File: src/rtl/ram_arb_pkg.sv
// Shared types and helpers for the dual-port RAM arbiter.
// Optional feature macro: RAM_ARB_FIXED_PRIO_EN (fixed priority instead of round-robin).
package ram_arb_pkg;

   typedef enum logic {
      ARB_RR    = 1'b0,
      ARB_FIXED = 1'b1
   } arb_mode_e;

   localparam int unsigned MAX_MASTERS = 8;

   // Search upward from ptr with wrap over n requesters; return one-hot grant of first hit.
   function automatic logic [MAX_MASTERS-1:0] rr_pick(input logic [MAX_MASTERS-1:0] req,
                                                       input logic [2:0]             ptr,
                                                       input int unsigned            n);
      logic [MAX_MASTERS-1:0] gnt;
      logic                   found;
      int unsigned            idx;
      logic [2:0]             idx3;
      gnt   = '0;
      found = 1'b0;
      for (int unsigned i = 0; i < MAX_MASTERS; i++) begin
         if (i < n) begin
            idx  = (32'(ptr) + i) % n;
            idx3 = 3'(idx);
            if (!found && req[idx3]) begin
               gnt[idx3] = 1'b1;
               found     = 1'b1;
            end
         end
      end
      return gnt;
   endfunction

endpackage

File: src/rtl/rr_arbiter.sv
// Single-port arbiter: one-hot grant plus index, pointer advanced only on accept.
// Optional feature macro: RAM_ARB_FIXED_PRIO_EN (lowest index always wins, no pointer).
module rr_arbiter
   import ram_arb_pkg::*;
#(
   parameter int unsigned N     = 2,
   parameter int unsigned IDX_W = 1
) (
   input  logic             clk,
   input  logic             rst_n,
   input  logic [N-1:0]     req_i,
   input  logic             accept_i,
   output logic [N-1:0]     grant_o,
   output logic [IDX_W-1:0] grantIdx_o,
   output logic             any_o
);

   logic [IDX_W-1:0] ptr;

`ifdef RAM_ARB_FIXED_PRIO_EN
   localparam arb_mode_e MODE = ARB_FIXED;

   // No pointer state in fixed-priority mode.
   logic unused_ok;
   assign unused_ok = &{1'b0, clk, rst_n, accept_i};
   assign ptr       = '0;
`else
   localparam arb_mode_e        MODE = ARB_RR;
   localparam logic [IDX_W-1:0] LAST = IDX_W'(N - 1);

   logic [IDX_W-1:0] ptr_q, ptr_d;

   // Next pointer: one past the accepted winner, wrapping; hold when nothing accepted.
   always_comb begin
      ptr_d = ptr_q;
      if (accept_i) begin
         ptr_d = (grantIdx_o == LAST) ? '0 : grantIdx_o + 1'b1;
      end
   end

   // Pointer register with synchronous reset.
   always_ff @(posedge clk) begin
      if (!rst_n) ptr_q <= '0;
      else        ptr_q <= ptr_d;
   end

   assign ptr = ptr_q;
`endif

   logic [IDX_W-1:0] ptrPick;
   assign ptrPick = (MODE == ARB_FIXED) ? '0 : ptr;

   assign grant_o = N'(rr_pick(8'(req_i), 3'(ptrPick), N));
   assign any_o   = |req_i;

   // Encode the one-hot grant into an index.
   always_comb begin
      grantIdx_o = '0;
      for (int unsigned i = 0; i < N; i++) begin
         if (grant_o[i]) grantIdx_o = IDX_W'(i);
      end
   end

endmodule

File: src/rtl/dual_port_ram_arbiter.sv
// Arbitrates NUM_MASTERS readers/writers onto one simple-dual-port RAM.
// Same-cycle same-address read/write collisions alternate between sides so the
// RAM's undefined mixed-port read-during-write result is never returned.
// Optional feature macro: RAM_ARB_FIXED_PRIO_EN (fixed priority on both ports).
module dual_port_ram_arbiter
   import ram_arb_pkg::*;
#(
   parameter  int unsigned NUM_MASTERS = 2,
   parameter  int unsigned WIDTH       = 32,
   parameter  int unsigned DEPTH       = 1024,
   localparam int unsigned ADDR_WIDTH  = $clog2(DEPTH),
   localparam int unsigned BE_WIDTH    = WIDTH / 8,
   localparam int unsigned IDX_WIDTH   = (NUM_MASTERS > 1) ? $clog2(NUM_MASTERS) : 1
) (
   input  logic                                   clk,
   input  logic                                   rst_n,
   input  logic [NUM_MASTERS-1:0]                 rdReq,
   input  logic [NUM_MASTERS-1:0][ADDR_WIDTH-1:0] rdAddr,
   output logic [NUM_MASTERS-1:0]                 rdReady,
   output logic [NUM_MASTERS-1:0]                 rdValid,
   output logic [WIDTH-1:0]                       rdData,
   input  logic [NUM_MASTERS-1:0]                 wrReq,
   input  logic [NUM_MASTERS-1:0][ADDR_WIDTH-1:0] wrAddr,
   input  logic [NUM_MASTERS-1:0][WIDTH-1:0]      wrData,
   input  logic [NUM_MASTERS-1:0][BE_WIDTH-1:0]   wrByteEn,
   output logic [NUM_MASTERS-1:0]                 wrReady,
   output logic [ADDR_WIDTH-1:0]                  ramReadAddress,
   input  logic [WIDTH-1:0]                       ramReadData,
   output logic [ADDR_WIDTH-1:0]                  ramWriteAddress,
   output logic [WIDTH-1:0]                       ramWriteData,
   output logic                                   ramWriteEnable,
   output logic [BE_WIDTH-1:0]                    ramWriteByteEnable
);

   logic [NUM_MASTERS-1:0] rdGnt, wrGnt;
   logic [IDX_WIDTH-1:0]   rdIdx, wrIdx;
   logic                   rdAny, wrAny;
   logic                   rdAcc, wrAcc;
   logic                   collide;

   logic                   rawStall_q, rawStall_d;
   logic                   rdPend_q, rdPend_d;
   logic [IDX_WIDTH-1:0]   rdIdx_q, rdIdx_d;
   logic [ADDR_WIDTH-1:0]  rdAddrHold_q, rdAddrHold_d;

   rr_arbiter #(.N(NUM_MASTERS), .IDX_W(IDX_WIDTH)) u_rd_arb (
      .clk        (clk),
      .rst_n      (rst_n),
      .req_i      (rdReq),
      .accept_i   (rdAcc),
      .grant_o    (rdGnt),
      .grantIdx_o (rdIdx),
      .any_o      (rdAny)
   );

   rr_arbiter #(.N(NUM_MASTERS), .IDX_W(IDX_WIDTH)) u_wr_arb (
      .clk        (clk),
      .rst_n      (rst_n),
      .req_i      (wrReq),
      .accept_i   (wrAcc),
      .grant_o    (wrGnt),
      .grantIdx_o (wrIdx),
      .any_o      (wrAny)
   );

   // Collision resolution: write wins when not already stalled, read wins next time.
   always_comb begin
      collide    = rdAny && wrAny && (rdAddr[rdIdx] == wrAddr[wrIdx]);
      wrAcc      = rst_n && wrAny && !(collide && rawStall_q);
      rdAcc      = rst_n && rdAny && !(collide && !rawStall_q);
      rawStall_d = collide ? !rawStall_q : 1'b0;
   end

   // Handshake and RAM-side drive; enables are forced low while in reset.
   always_comb begin
      rdReady            = rdAcc ? rdGnt : '0;
      wrReady            = wrAcc ? wrGnt : '0;
      ramWriteEnable     = wrAcc;
      ramWriteAddress    = wrAddr[wrIdx];
      ramWriteData       = wrData[wrIdx];
      ramWriteByteEnable = wrAcc ? wrByteEn[wrIdx] : '0;
      ramReadAddress     = rdAny ? rdAddr[rdIdx] : rdAddrHold_q;
   end

   // Read-return pipeline next state: remember who was accepted.
   always_comb begin
      rdPend_d     = rdAcc;
      rdIdx_d      = rdAcc ? rdIdx : rdIdx_q;
      rdAddrHold_d = ramReadAddress;
   end

   // State registers with synchronous reset.
   always_ff @(posedge clk) begin
      if (!rst_n) begin
         rawStall_q   <= 1'b0;
         rdPend_q     <= 1'b0;
         rdIdx_q      <= '0;
         rdAddrHold_q <= '0;
      end else begin
         rawStall_q   <= rawStall_d;
         rdPend_q     <= rdPend_d;
         rdIdx_q      <= rdIdx_d;
         rdAddrHold_q <= rdAddrHold_d;
      end
   end

   // Return data one cycle after accept, tagged to the accepted master.
   always_comb begin
      rdValid = '0;
      if (rdPend_q) rdValid[rdIdx_q] = 1'b1;
      rdData = ramReadData;
   end

endmodule
File: config.mk
export PLATFORM = sky130hd
export DESIGN_NAME = dual_port_ram_arbiter
export DESIGN_NICKNAME = d
export VERILOG_FILES = /design/src/rtl/ram_arb_pkg.sv /design/src/rtl/rr_arbiter.sv /design/src/rtl/dual_port_ram_arbiter.sv
export SDC_FILE = /design/constraint.sdc
export NUM_CORES = 1
export LEC_CHECK = 0
export CORE_AREA = 2 2 94 96
export CTS_BUF_LIST = sky130_fd_sc_hd__clkbuf_4 sky130_fd_sc_hd__clkbuf_8 sky130_fd_sc_hd__clkbuf_16
export DETAILED_ROUTE_END_ITERATION = 12
export DIE_AREA = 0 0 96 98
export PLACE_DENSITY = 0.71
export SLEW_MARGIN = 0
export SYNTH_ARGS = -nofsm -noshare
export SYNTH_HDL_FRONTEND = slang
export SYNTH_SLANG_ARGS = --single-unit
File: constraint.sdc
create_clock -name clk -period 4.9 [get_ports clk]
set_input_delay 0.735 -clock clk [delete_from_list [all_inputs] [get_ports clk]]
set_output_delay 0.735 -clock clk [all_outputs]
set_load 0.01 [all_outputs]
==> out/qor.yml, run 1 <==
place:
  place_congestion: 0.773
  hpwl_um: 5730
  port_buffers: 180
  placed_area_um2: 3400
drt:
  wl_met2_um: 3580
  vias: 2215
  ant_nets: 0
  top_layer: "met4"
  viasPerCell: 4.29
  drt_iter0_markers: 36
  wl_met3_um: 553
  drc: 0
  wl_um: 6920
  wl_met1_um: 2620
  dr.pass1.iters: 4
  avgRoutedWirePerCell_um: 13.4
clocking:
  clkSlewWorstSetupHoldPaths_ns: 0.06
  cts_buffer_depth: 2
  cts-buffers-inserted: 3
  clock-sinks: 15
  root_buffer: "clkbuf_8"
  htree_levels: 1
  clock_latency_ns: 0.25
  post_cts_resize_count: 0
  cts_tree: "built"
  cts_hold_buf: 0
  postCtsSetupBuffers: 0
sta:
  worst_slew_pin_slew_ns: 0.542
  fin_crit_ns: 4.61
  fin_worst_skew_ns: 0.00260
  fmax_mhz: 217
  setup_viol: 0
  maxSlewViolCount: 0
  whs_ns: 0.481
  finalHoldViolCount: 0
  rsz0062_at_grt: "true"
  slew_headroom_pct: 63.6
  fin_crit_sh_pct: 94.2
synthesis:
  ys_seq_area_share_pct: 17.2
  synth_cell_types: 42
  synthArstFlopShare_pct: 0
  synth_warnings: 0
  postSynthNetCount: 417
  netlist_area_um2: 1750
  synthFlopType: "dfxtp_1"
  ys_ff_latch: 15
  synth_cells: 267
  syn_avg_cell_area_um2: 6.55
  synth_edf_count: 0
pwr:
  powerDensity_nw_per_um2: 167
  ir_worst_vdd_mv: 0.161
  leakage_nw: 1.48
  total_power_mw: 0.575
floorplan:
  core_um2: 8470
  die_area_um2: 9410
  ios: 245
  rows: 34
  initial_core_util_pct: 20.7
  die_w_um: 96
  die_h_um: 98
finish:
  syn_to_final_growth_pct: 97.4
  layout-drive-gt1-share_pct: 6.37
  layout.nets: 559
  final_util_pct: 40.8
  diodes: 0
  fin_area_um2: 3450
  fill_cells: 849
grt:
  grt.total_usage_pct: 13.9
  grt_pass1_wl_um: 10700
  grt_max_degree: 31
  overflow: 0
  antenna_found_initial: 0
  grt_pass1_vias: 2208
hold_path:
  hold_path_class: "flop to flop"
worst_setup_path:
  worstPathArrival_ns: 3.88
  critical_path.startpoint_type: "primary input"
  crit_fanout: 17
  cp-end-kind: "output pin"
  worstPathRequired_ns: 4.16
  critPathKind: "primary input to output pin"
job:
  drv_cap: 0
run_status:
  status: "finished, final reports clean"
-- synthesized netlist by cell type (all sizes together) (2+ instances only) --
| master | instances | area share, % |
|---|---|---|
| nand2 | 110 | 24 |
| buf | 35 | 15 |
| dfxtp | 15 | 17 |
| a21oi | 13 | 3.7 |
| and2 | 13 | 4.6 |
| nor2 | 13 | 2.8 |
| clkbuf | 10 | 2.1 |
| mux2i | 10 | 5.7 |
| mux2 | 9 | 5.8 |
| xor2 | 8 | 4.0 |
| nand3 | 3 | 0.86 |
| nand2b | 2 | 0.86 |
| o221a | 2 | 1.3 |
| or2 | 2 | 0.72 |
-- per-stage QoR --
step / setup slack, ns / instances / setup TNS, ns
floorplan: 1.70 / 267 / 0
global placement: 0.354 / 512 / 0
detailed placement: 0.260 / 512 / 0
CTS: 0.244 / 516 / 0
global route: -0.00961 / 516 / -0.0185
finish: 0.287 / 516 / 0
-- routing by layer --
| metal | vias to the layer above | global-route usage, % |
|---|---|---|
| li1 | 1112 | - |
| met1 | 984 | 15.8 |
| met2 | 91 | 25.3 |
| met3 | 28 | 3.63 |
| met4 | 0 | 3.74 |
| met5 | - | 0 |
-- cell type report --
type | instances | area (um2) | area share [%]
inverter | 1 | 3.75 | 0.109
tap | 108 | 135 | 3.91
timing repair buffer | 182 | 1820 | 52.6
multi-input combinational | 206 | 1150 | 33.3
sequential | 15 | 300 | 8.70
clock buffer | 4 | 48.8 | 1.41
-- path summary, 6_finish.rpt --
check	from	end	slack, ns	depth (start not counted)
setup reg to reg	u_wr_arb.ptr	u_rd_arb.ptr	2.24	7
hold / removal	rdIdx_q	rdIdx_q	0.48	2
setup / recovery	wrReq[0]	ramWriteByteEnable[0]	0.29	9
hold reg to reg	rdIdx_q	rdIdx_q	0.48	2
-- report_power, final --
group,internal (mW),total (mW),switching (mW),leakage [nW]
clock,0.0631,0.106,0.0431,0.0262
sequential,0.131,0.135,0.00341,0.125
combinational,0.205,0.335,0.129,1.33
total,0.400,0.575,0.176,1.48
-- critical path, stage by stage --
cell and delay (ns):
clkdlybuf4s50_1 0.47, nand2b_1 0.15, and2_2 0.43, mux2_2 0.41
xor2_1 0.14, nand4_1 0.33, o31ai_2 0.60, a21oi_1 0.08
clkdlybuf4s50_1 0.51
-- registers in the layout, summed over array words and instances, names as in the netlist --
name,count
rdIdx_q,1
rdPend_q,1
rdAddrHold_q,10
u_rd_arb.ptr,1
u_wr_arb.ptr,1
rawStall_q,1
-- cells by family (layout without fill, tap and decap cells) --
group,after synthesis,in the layout,synth area share [%]
buffers and inverters,46,187,17.2
XOR/XNOR,9,9,4.51
flip-flops,15,15,17.2
multiplexers,19,19,11.5
AO/OA/AOI/OAI,26,26,10.7
AND/OR/NAND/NOR,152,152,38.8
-- placed cells by master, fill, tap and decap left out, types with 2 or more instances in the layout --
cell type        instances
clkbuf_8                 3
mux2_2                   9
buf_4                    2
or2_2                    2
nand3_1                  3
and2_1                  12
xor2_1                   8
a21oi_1                 13
nand2_1                109
nor2_1                  13
dfxtp_1                 15
mux2i_1                 10
clkdlybuf4s50_1        180
Power figures use the tool's default switching activity.
==> inputs of run 2 (changes only) <==
--- a/config.mk
+++ b/config.mk
@@ -5,11 +5,13 @@
 export SDC_FILE = /design/constraint.sdc
 export NUM_CORES = 1
 export LEC_CHECK = 0
-export CORE_AREA = 2 2 94 96
+export CELL_PAD_IN_SITES_DETAIL_PLACEMENT = 1
+export CELL_PAD_IN_SITES_GLOBAL_PLACEMENT = 1
+export CORE_MARGIN = 2
+export CORE_UTILIZATION = 15
 export CTS_BUF_LIST = sky130_fd_sc_hd__clkbuf_4 sky130_fd_sc_hd__clkbuf_8 sky130_fd_sc_hd__clkbuf_16
 export DETAILED_ROUTE_END_ITERATION = 12
-export DIE_AREA = 0 0 96 98
-export PLACE_DENSITY = 0.71
+export PLACE_DENSITY = 0.86
 export SLEW_MARGIN = 0
 export SYNTH_ARGS = -nofsm -noshare
 export SYNTH_HDL_FRONTEND = slang
==> run 2 against run 1 <==
Against the previous run:
- die area increased by 33%
- global-route usage decreased by 1.8 points
- critical path type unchanged
- critical path depth unchanged
- setup slack improved by 0.12 ns
- fmax increased by 2.7%
- design area increased by 2.5%
- critical endpoint is now rdReady[0]
==> out/qor.yml, run 2 (synthesis gave the netlist of run 1 again) <==
run_status:
  status: "finished, final reports clean"
clocking:
  htree_levels: 1
  clock_latency_ns: 0.24
  clkSlewWorstSetupHoldPaths_ns: 0.05
  postCtsSetupBuffers: 0
  clock-sinks: 15
  cts-buffers-inserted: 3
  cts_tree: "built"
  post_cts_resize_count: 0
  cts_hold_buf: 0
  cts_buffer_depth: 2
  root_buffer: "clkbuf_16"
finish:
  layout.nets: 560
  layout-drive-gt1-share_pct: 6.60
  final_util_pct: 31.0
  diodes: 0
  final_cell_mix: "180 x clkdlybuf4s50_1, 109 x nand2_1, 15 x dfxtp_1"
  instances_no_fill: 552
  largest_register_ff_count: 10
  syn_to_final_growth_pct: 102
  regMostFlops: "rdAddrHold_q"
  layout_commonest_cell: "clkdlybuf4s50_1"
drt:
  avgRoutedWirePerCell_um: 14.5
  drc: 0
  ant_nets: 0
  drt_iter0_markers: 37
  wl_um: 7980
  viasPerCell: 4.12
  vias: 2274
  dr.pass1.iters: 4
worst_setup_path:
  r2r_setup_slack_ns: 2.32
  critPathKind: "primary input to output pin"
  crit_fanout: 10
  crit_chain: "clkdlybuf4s50_1 > nand2b_1 > and2_2 > mux2_2 > xor2_1 > nand4_1 > nor4_2 > and4b_1 > clkdlybuf4s50_1"
  endpoint: "rdReady[0]"
  slowest_stage: "clkdlybuf4s50_1"
  path_buf_inv: 2
  r2r_start: "u_wr_arb.ptr"
  cp-end-kind: "output pin"
  worstPathArrival_ns: 3.76
  critical_path.startpoint_type: "primary input"
  worstPathRequired_ns: 4.16
  worstSetupStartpoint: "wrReq[0]"
  slowest_delay_ns: 0.48
  r2r_end: "u_rd_arb.ptr"
  cpMostUsedCell: "clkdlybuf4s50_1"
  crit_family: "simple AND/OR/NAND/NOR gates"
  path_depth: 9
  reg2reg_depth: 7
sta:
  fin_crit_sh_pct: 91.7
  worst_slew_pin_slew_ns: 0.962
  fin_worst_skew_ns: 0.00405
  slew_headroom_pct: 35.7
  whs_ns: 0.505
  finalHoldViolCount: 0
  fin_setup_tns_ns: 0
  rsz0062_at_grt: "false"
  fin_crit_ns: 4.49
  setup_viol: 0
  fmax_mhz: 223
  maxSlewViolCount: 0
grt:
  grt_max_degree: 38
  grt.total_usage_pct: 12.1
  grt_pass1_wl_um: 12500
  grt_pass1_vias: 2449
  antenna_found_initial: 0
  overflow: 0
place:
  hpwl_um: 6770
  placed_cells: 548
  place_congestion: 0.745
  port_buffers: 180
floorplan:
  rows: 39
  initial_core_util_pct: 15.3
  core_um2: 11400
  die_h_um: 112
  ios: 245
  die_w_um: 112
  die_area_um2: 12500
pwr:
  ir_worst_vdd_mv: 0.169
  total_power_mw: 0.640
  powerDensity_nw_per_um2: 181
  leakage_nw: 1.50
job:
  drv_cap: 0
hold_path:
  hold_path_class: "flop to flop"
run 2: worst min path at each step:
stage,slack [ns],cells after the start,start,endpoint
after global placement,0.46,2,rdIdx_q,rdIdx_q
after global routing,0.53,2,rdIdx_q,rdIdx_q
final,0.51,2,rdIdx_q,rdIdx_q
after CTS,0.51,2,rdIdx_q,rdIdx_q
after detailed placement,0.49,2,rdIdx_q,rdIdx_q
after floorplan,0.45,2,rdIdx_q,rdIdx_q
run 2: worst register-to-register path: cells and delay by family (launching register included):
kind             cells  cell delay, ns
AO/OA/AOI/OAI        2            0.73
XOR/XNOR             1            0.15
flip-flops           1            0.36
multiplexers         1            0.39
AND/OR/NAND/NOR      3            0.83
run 2: layer usage:
layer / part of all wire [%] / wire length [um] / up-vias / GRT usage, %
li1: - / - / 1115 / -
met1: 36 / 2850 / 1070 / 12.7
met2: 57 / 4570 / 81 / 24.4
met3: 6.3 / 504 / 8 / 3.43
met4: 0.65 / 52 / 0 / 1.63
met5: 0 / 0 / - / 0
run 2: stage by stage:
step / setup WS [ns] / cell area (um2)
2_1_floorplan: 1.70 / 1750
3_3_place_gp: 0.467 / 3460
3_5_place_dp: 0.370 / 3460
4_1_cts: 0.347 / 3540
5_1_grt: 0.168 / 3540
6_report: 0.408 / 3540
run 2: power by group:
part	switching (mW)	internal [mW]
clock network	0.0476	0.116
logic	0.135	0.206
registers	0.00346	0.132
run 2: area by class of cell:
type / instances / area [um2]
Inverter: 1 / 3.75
Multi-Input combinational cell: 206 / 1150
Timing Repair Buffer: 183 / 1820
Sequential cell: 15 / 300
Clock buffer: 4 / 82.6
Fill cell: 1408 / 7880
Tap cell: 143 / 179
